<file path="config.mk">
export PLATFORM = sky130hd
export DESIGN_NAME = hash_msg_pack
export DESIGN_NICKNAME = d
export VERILOG_FILES = /design/src/rtl/hash_msg_pack.sv
export SDC_FILE = /design/constraint.sdc
export NUM_CORES = 2
export LEC_CHECK = 0
export CAP_MARGIN = 0
export CORE_AREA = 2 2 426 428
export CTS_BUF_LIST = sky130_fd_sc_hd__clkbuf_16
export CTS_CLUSTER_DIAMETER = 60
export CTS_CLUSTER_SIZE = 14
export DETAILED_ROUTE_END_ITERATION = 8
export DIE_AREA = 0 0 428 430
export PLACE_DENSITY = 0.54
export SYNTH_ARGS = -nofsm -noshare
export SYNTH_HDL_FRONTEND = slang
export SYNTH_SLANG_ARGS = --single-unit
</file>
<file path="constraint.sdc">
create_clock -name clk -period 2.35 [get_ports clk]
set_input_delay 0.47 -clock clk [delete_from_list [all_inputs] [get_ports clk]]
set_output_delay 0.47 -clock clk [all_outputs]
set_load 0.1 [all_outputs]
</file>
<file path="src/rtl/hash_msg_pack.sv">
// hash_msg_pack: packs a big-endian 32-bit word stream into 64/128-byte SHA-2 blocks.
// Define HASH_PACK_SKID_EN for a second fill buffer that keeps din flowing during hand-off.
module hash_msg_pack (
    input  logic          clk,
    input  logic          rst_n,
    input  logic          mode_384,
    input  logic          msg_start,
    input  logic          din_valid,
    output logic          din_ready,
    input  logic [31:0]   din,
    input  logic          din_last,
    input  logic [2:0]    din_nbytes,
    output logic          blk_valid,
    input  logic          blk_ready,
    output logic [1023:0] blk,
    output logic          blk_last,
    output logic [7:0]    blk_nbytes,
    output logic [31:0]   msg_size,
    output logic          ovf_err
);

    typedef enum logic [1:0] {
        IDLE = 2'd0,
        FILL = 2'd1,
        HOLD = 2'd2
    } state_t;

    state_t         state;
    state_t         state_nxt;

    logic           mode;
    logic [1023:0]  fbuf;
    logic [1023:0]  fbuf_nxt;
    logic [7:0]     ptr;
    logic [7:0]     ptr_nxt;
    logic [31:0]    cnt;
    logic [32:0]    cnt_sum;
    logic [31:0]    wmask;
    logic [4:0]     wslot;
    logic           accept;
    logic           complete;

    // msg_start outranks a word that happens to handshake in the same cycle
    assign accept   = din_valid & din_ready & ~msg_start;
    assign ptr_nxt  = ptr + {5'd0, din_nbytes};
    assign cnt_sum  = {1'b0, cnt} + {30'd0, din_nbytes};
    assign complete = din_last | (ptr_nxt == (mode ? 8'd128 : 8'd64));
    assign wslot    = ~ptr[6:2];

    always_comb begin
        unique case (din_nbytes)
            3'd0:    wmask = 32'h0000_0000;
            3'd1:    wmask = 32'hFF00_0000;
            3'd2:    wmask = 32'hFFFF_0000;
            3'd3:    wmask = 32'hFFFF_FF00;
            default: wmask = 32'hFFFF_FFFF;
        endcase
    end

    always_comb begin
        fbuf_nxt = fbuf;
        fbuf_nxt[{wslot, 5'd0} +: 32] = din & wmask;
    end

    always_ff @(posedge clk or negedge rst_n) begin
        if (!rst_n) begin
            state <= IDLE;
        end else begin
            state <= state_nxt;
        end
    end

    always_ff @(posedge clk or negedge rst_n) begin
        if (!rst_n) begin
            mode    <= 1'b0;
            cnt     <= 32'd0;
            ovf_err <= 1'b0;
        end else if (msg_start) begin
            mode    <= mode_384;
            cnt     <= 32'd0;
            ovf_err <= 1'b0;
        end else if (accept) begin
            cnt     <= cnt_sum[31:0];
            ovf_err <= ovf_err | cnt_sum[32];
        end
    end

`ifdef HASH_PACK_SKID_EN

    logic [1023:0]  obuf;
    logic [7:0]     onb;
    logic           olast;
    logic [31:0]    osize;
    logic           flast;
    logic [31:0]    fsize;
    logic           pend;
    logic           done;
    logic           load_new;
    logic           load_fill;
    logic           park;

    // done blocks words after din_last until the next msg_start
    assign din_ready  = (state != IDLE) & ~pend & ~done;
    assign blk_valid  = (state == HOLD);
    assign blk        = obuf;
    assign blk_last   = olast;
    assign blk_nbytes = onb;
    assign msg_size   = osize;

    always_comb begin
        state_nxt = state;
        load_new  = 1'b0;
        load_fill = 1'b0;
        park      = 1'b0;
        unique case (state)
            IDLE: ;
            FILL: begin
                if (accept && complete) begin
                    load_new  = 1'b1;
                    state_nxt = HOLD;
                end
            end
            HOLD: begin
                if (blk_ready) begin
                    if (pend) begin
                        load_fill = 1'b1;
                    end else if (accept && complete) begin
                        load_new = 1'b1;
                    end else begin
                        state_nxt = olast ? IDLE : FILL;
                    end
                end else if (accept && complete) begin
                    park = 1'b1;
                end
            end
            default: state_nxt = IDLE;
        endcase
        if (msg_start) begin
            state_nxt = FILL;
            load_new  = 1'b0;
            load_fill = 1'b0;
            park      = 1'b0;
        end
    end

    always_ff @(posedge clk or negedge rst_n) begin
        if (!rst_n) begin
            fbuf  <= '0;
            ptr   <= 8'd0;
            flast <= 1'b0;
            fsize <= 32'd0;
            pend  <= 1'b0;
            done  <= 1'b0;
            obuf  <= '0;
            onb   <= 8'd0;
            olast <= 1'b0;
            osize <= 32'd0;
        end else if (msg_start) begin
            fbuf  <= '0;
            ptr   <= 8'd0;
            flast <= 1'b0;
            fsize <= 32'd0;
            pend  <= 1'b0;
            done  <= 1'b0;
            obuf  <= '0;
            onb   <= 8'd0;
            olast <= 1'b0;
            osize <= 32'd0;
        end else begin
            if (accept && din_last) begin
                done <= 1'b1;
            end
            if (load_new) begin
                obuf  <= fbuf_nxt;
                onb   <= ptr_nxt;
                olast <= din_last;
                osize <= cnt_sum[31:0];
            end else if (load_fill) begin
                obuf  <= fbuf;
                onb   <= ptr;
                olast <= flast;
                osize <= fsize;
            end
            if (load_new || load_fill) begin
                fbuf  <= '0;
                ptr   <= 8'd0;
                flast <= 1'b0;
                pend  <= 1'b0;
            end else if (accept) begin
                fbuf <= fbuf_nxt;
                ptr  <= ptr_nxt;
                if (park) begin
                    pend  <= 1'b1;
                    flast <= din_last;
                    fsize <= cnt_sum[31:0];
                end
            end
        end
    end

`else

    logic           last;
    logic           handoff;

    // The fill buffer doubles as the output register while in HOLD
    assign din_ready  = (state == FILL);
    assign blk_valid  = (state == HOLD);
    assign blk        = fbuf;
    assign blk_last   = last;
    assign blk_nbytes = ptr;
    assign msg_size   = cnt;

    always_comb begin
        state_nxt = state;
        handoff   = 1'b0;
        unique case (state)
            IDLE: ;
            FILL: begin
                if (accept && complete) begin
                    state_nxt = HOLD;
                end
            end
            HOLD: begin
                if (blk_ready) begin
                    handoff   = 1'b1;
                    state_nxt = last ? IDLE : FILL;
                end
            end
            default: state_nxt = IDLE;
        endcase
        if (msg_start) begin
            state_nxt = FILL;
            handoff   = 1'b0;
        end
    end

    always_ff @(posedge clk or negedge rst_n) begin
        if (!rst_n) begin
            fbuf <= '0;
            ptr  <= 8'd0;
            last <= 1'b0;
        end else if (msg_start || handoff) begin
            fbuf <= '0;
            ptr  <= 8'd0;
            last <= 1'b0;
        end else if (accept) begin
            fbuf <= fbuf_nxt;
            ptr  <= ptr_nxt;
            last <= din_last;
        end
    end

`endif

endmodule
</file>
==> metrics.yaml <==
ir_worst_vdd_v: 0.000605
clock_sinks: 1069
clock-root-buffer: "clkbuf_16"
vias: 37200
dieArea_sq_mm: 0.184
dieWidth_um: 428
grt_max_degree: 81
final_nets: 5408
synthesis.nets: 4094
synth_edf_count: 0
synth-async-reset-ratio: 1.00
synth_top_area_share: 0.652
clk_latency_ns: 0.74
finalCriticalPeriod_ns: 2.39
utilization: 0.344
grt_use_total: 0.227
ys.warnings.count: 0
rsz0062_at_grt: "true"
finalSetupTns_ns: -0.135
finalSetupViolCount: 10
synth_most_common_cell: "nand2_1"
clk_pin_slew_ns: 0.06
slew_violations: 0
cts_tree: "done"
fin_ws_ns: -0.0391
power.density_mw_per_mm2: 636
syn_area_sq_mm: 0.0410
critical_path_class: "flop to flop"
grt_pass1_wl_mm: 296
core_sq_mm: 0.180
ys_ff_latch: 1069
htree_levels: 3
synthFlopType: "dfrtp_1"
dpl.hpwl_mm: 155
gp_congestion: 0.878
synth_cell_types: 60
ios: 1110
layout-drive-gt1-share: 0.354
clk_path_buf_depth: 3
postRouteAntennaNets: 0
routed_via_density: 4.77
overflow: 0
status: "finished with violations"
ys_seq_area_frac: 0.652
rows: 156
dr_wl_met2_mm: 107
critPathRequiredTime_ns: 3.01
top_layer: "met5"
drt_iter0_drc: 3056
fin_crit_sh: 1.02
hold_violations: 0
totalWireLength_mm: 221
synthTopCellsByArea: "dfrtp_1, nand2_1, o21ai_0"
drc_errors: 0
first_pass_iters: 5
leakagePower_uw: 0.0293
violations: "negative setup slack"
crit_path_end_kind: "flop"
worstPathMaxFanout: 6
min_path_type: "primary input to async pin"
numCtsBuffers: 106
grt_pass1_vias: 36200
portBuffers: 1109
tightest_slew_ns: 0.657
die_h_um: 430
antenna_found_initial: 37
syn_area_per_cell_sq_um: 10.2
yosysTopAreaCell: "dfrtp_1"
slew_headroom: 0.562
synthTopCellsByCount: "nand2_1, dfrtp_1, o21ai_0, a21oi_1, clkbuf_1"
syn_inst: 4037
arrival_ns: 3.05
areaGrowthSynthToFinish_pct: 50.9
routedLengthMet1_mm: 85.9
cap_violations: 0
route.detailed.wl_per_inst_um: 28.3
fill_cells: 18300
worstSetupStartpointType: "flop"
dr_wl_met3_mm: 16.8
start_util: 0.228
clock_skew_ns: 0.0357
fmax_ghz: 0.419
==> cell usage in the layout (no fill, tap or decap), types with 27 or more instances in the layout <==
| cell | netlist | routed |
|---|---|---|
| a21oi_1 | 291 | 261 |
| a21oi_4 | 0 | 27 |
| a22o_1 | 54 | 53 |
| a32o_1 | 92 | 92 |
| and2_1 | 51 | 45 |
| buf_12 | 0 | 216 |
| buf_4 | 2 | 1264 |
| clkbuf_16 | 0 | 116 |
| clkdlybuf4s50_1 | 0 | 40 |
| dfrtp_1 | 1069 | 1049 |
| nand2_1 | 1153 | 1099 |
| nand2_2 | 1 | 51 |
| nor2_1 | 117 | 110 |
| o21ai_0 | 567 | 421 |
| o21ai_1 | 65 | 162 |
| o21ai_2 | 1 | 47 |
==> critical path: stages, from the launching register on <==
cell and delay [ns]:
dfrtp_4 0.50, buf_4 0.19, ha_4 0.24, buf_4 0.15
a21o_4 0.23, and4b_1 0.20, o311ai_2 0.25, a31oi_2 0.16
and3_1 0.20, a211oi_2 0.18
==> routing by layer <==
metal	global-route usage	vias to the layer above
met4	0.103	34
met1	0.276	19000
met3	0.0570	445
met2	0.380	1631
met5	0	-
li1	-	16100
==> final timing paths <==
| kind | startpoint | to | slack, ns | depth (start not counted) |
|---|---|---|---|---|
| max | blk_nbytes[2]$_DFFE_PN0P_ | state[0]$_DFFE_PN0P_ | -0.04 | 9 |
| min | rst_n | blk[757]$_DFFE_PN0P_ | 0.30 | 2 |
| max reg2reg | blk_nbytes[2]$_DFFE_PN0P_ | state[0]$_DFFE_PN0P_ | -0.04 | 9 |
| min reg2reg | blk[850]$_DFFE_PN0P_ | blk[850]$_DFFE_PN0P_ | 0.48 | 2 |
| max in group asynchronous | rst_n | blk[845]$_DFFE_PN0P_ | 1.13 | 4 |
| min in group clk | mode_384 | mode$_DFFE_PN0P_ | 0.38 | 3 |
==> power by group <==
part           internal, uW  switching (uW)
registers             18500            54.7
clock network          8530            7930
logic                  1380            3030
==> per-stage QoR <==
| stage | power (uW) | instances | hold slack [ns] | cell area [sq um] | setup slack (ns) |
|---|---|---|---|---|---|
| after detailed placement | 23100 | 7558 | 0.471 | 57000 | -0.614 |
| after global routing | 40600 | 7784 | 0.260 | 61900 | -0.135 |
| after CTS | 39600 | 7752 | 0.229 | 61000 | -0.0474 |
| after floorplan | 20300 | 4037 | 0.174 | 41300 | -0.0363 |
| final | 39400 | 7792 | 0.304 | 61900 | -0.0391 |
| after global placement | 23100 | 7558 | 0.462 | 57000 | -0.751 |
==> cell families after synthesis <==
logic type,Yosys count,synth area share
buffers and inverters,380,0.0390
XOR/XNOR,35,0.00747
multiplexers,3,0.000763
adder cells (fa/ha/maj),15,0.00494
flip-flops,1069,0.652
AND/OR/NAND/NOR,1427,0.141
AO/OA/AOI/OAI,1108,0.155
==> final cells by class <==
class / instances / area, sq um / area share
flip-flops and latches: 1069 / 26800 / 0.433
repair buffers: 1570 / 15100 / 0.244
multi-input cells: 2589 / 13700 / 0.222
well taps: 2370 / 2970 / 0.0479
clock buffers: 106 / 2650 / 0.0429
clock inverters: 59 / 564 / 0.00912
inverters: 15 / 61.3 / 0.000990
diodes: 14 / 35.0 / 0.000566
==> registers in the layout (all words and copies together), names as in the netlist <==
signal,cells
blk,1024
msg_size,32
blk_nbytes,8
state,2
blk_last,1
mode,1
ovf_err,1
==> what timing repair did <==
action / 4_1_cts / 5_1_grt
setup buffers: 19 / 15
hold buffers: 1 / 0
gates resized for setup: 78 / 251
endpoints found under the setup margin: 819 / 843
cloned: 9 / 13
pin swaps: 13 / 25
endpoints found under the hold margin: 20 / 0
Note: power is estimated with default switching activity, not from simulation.
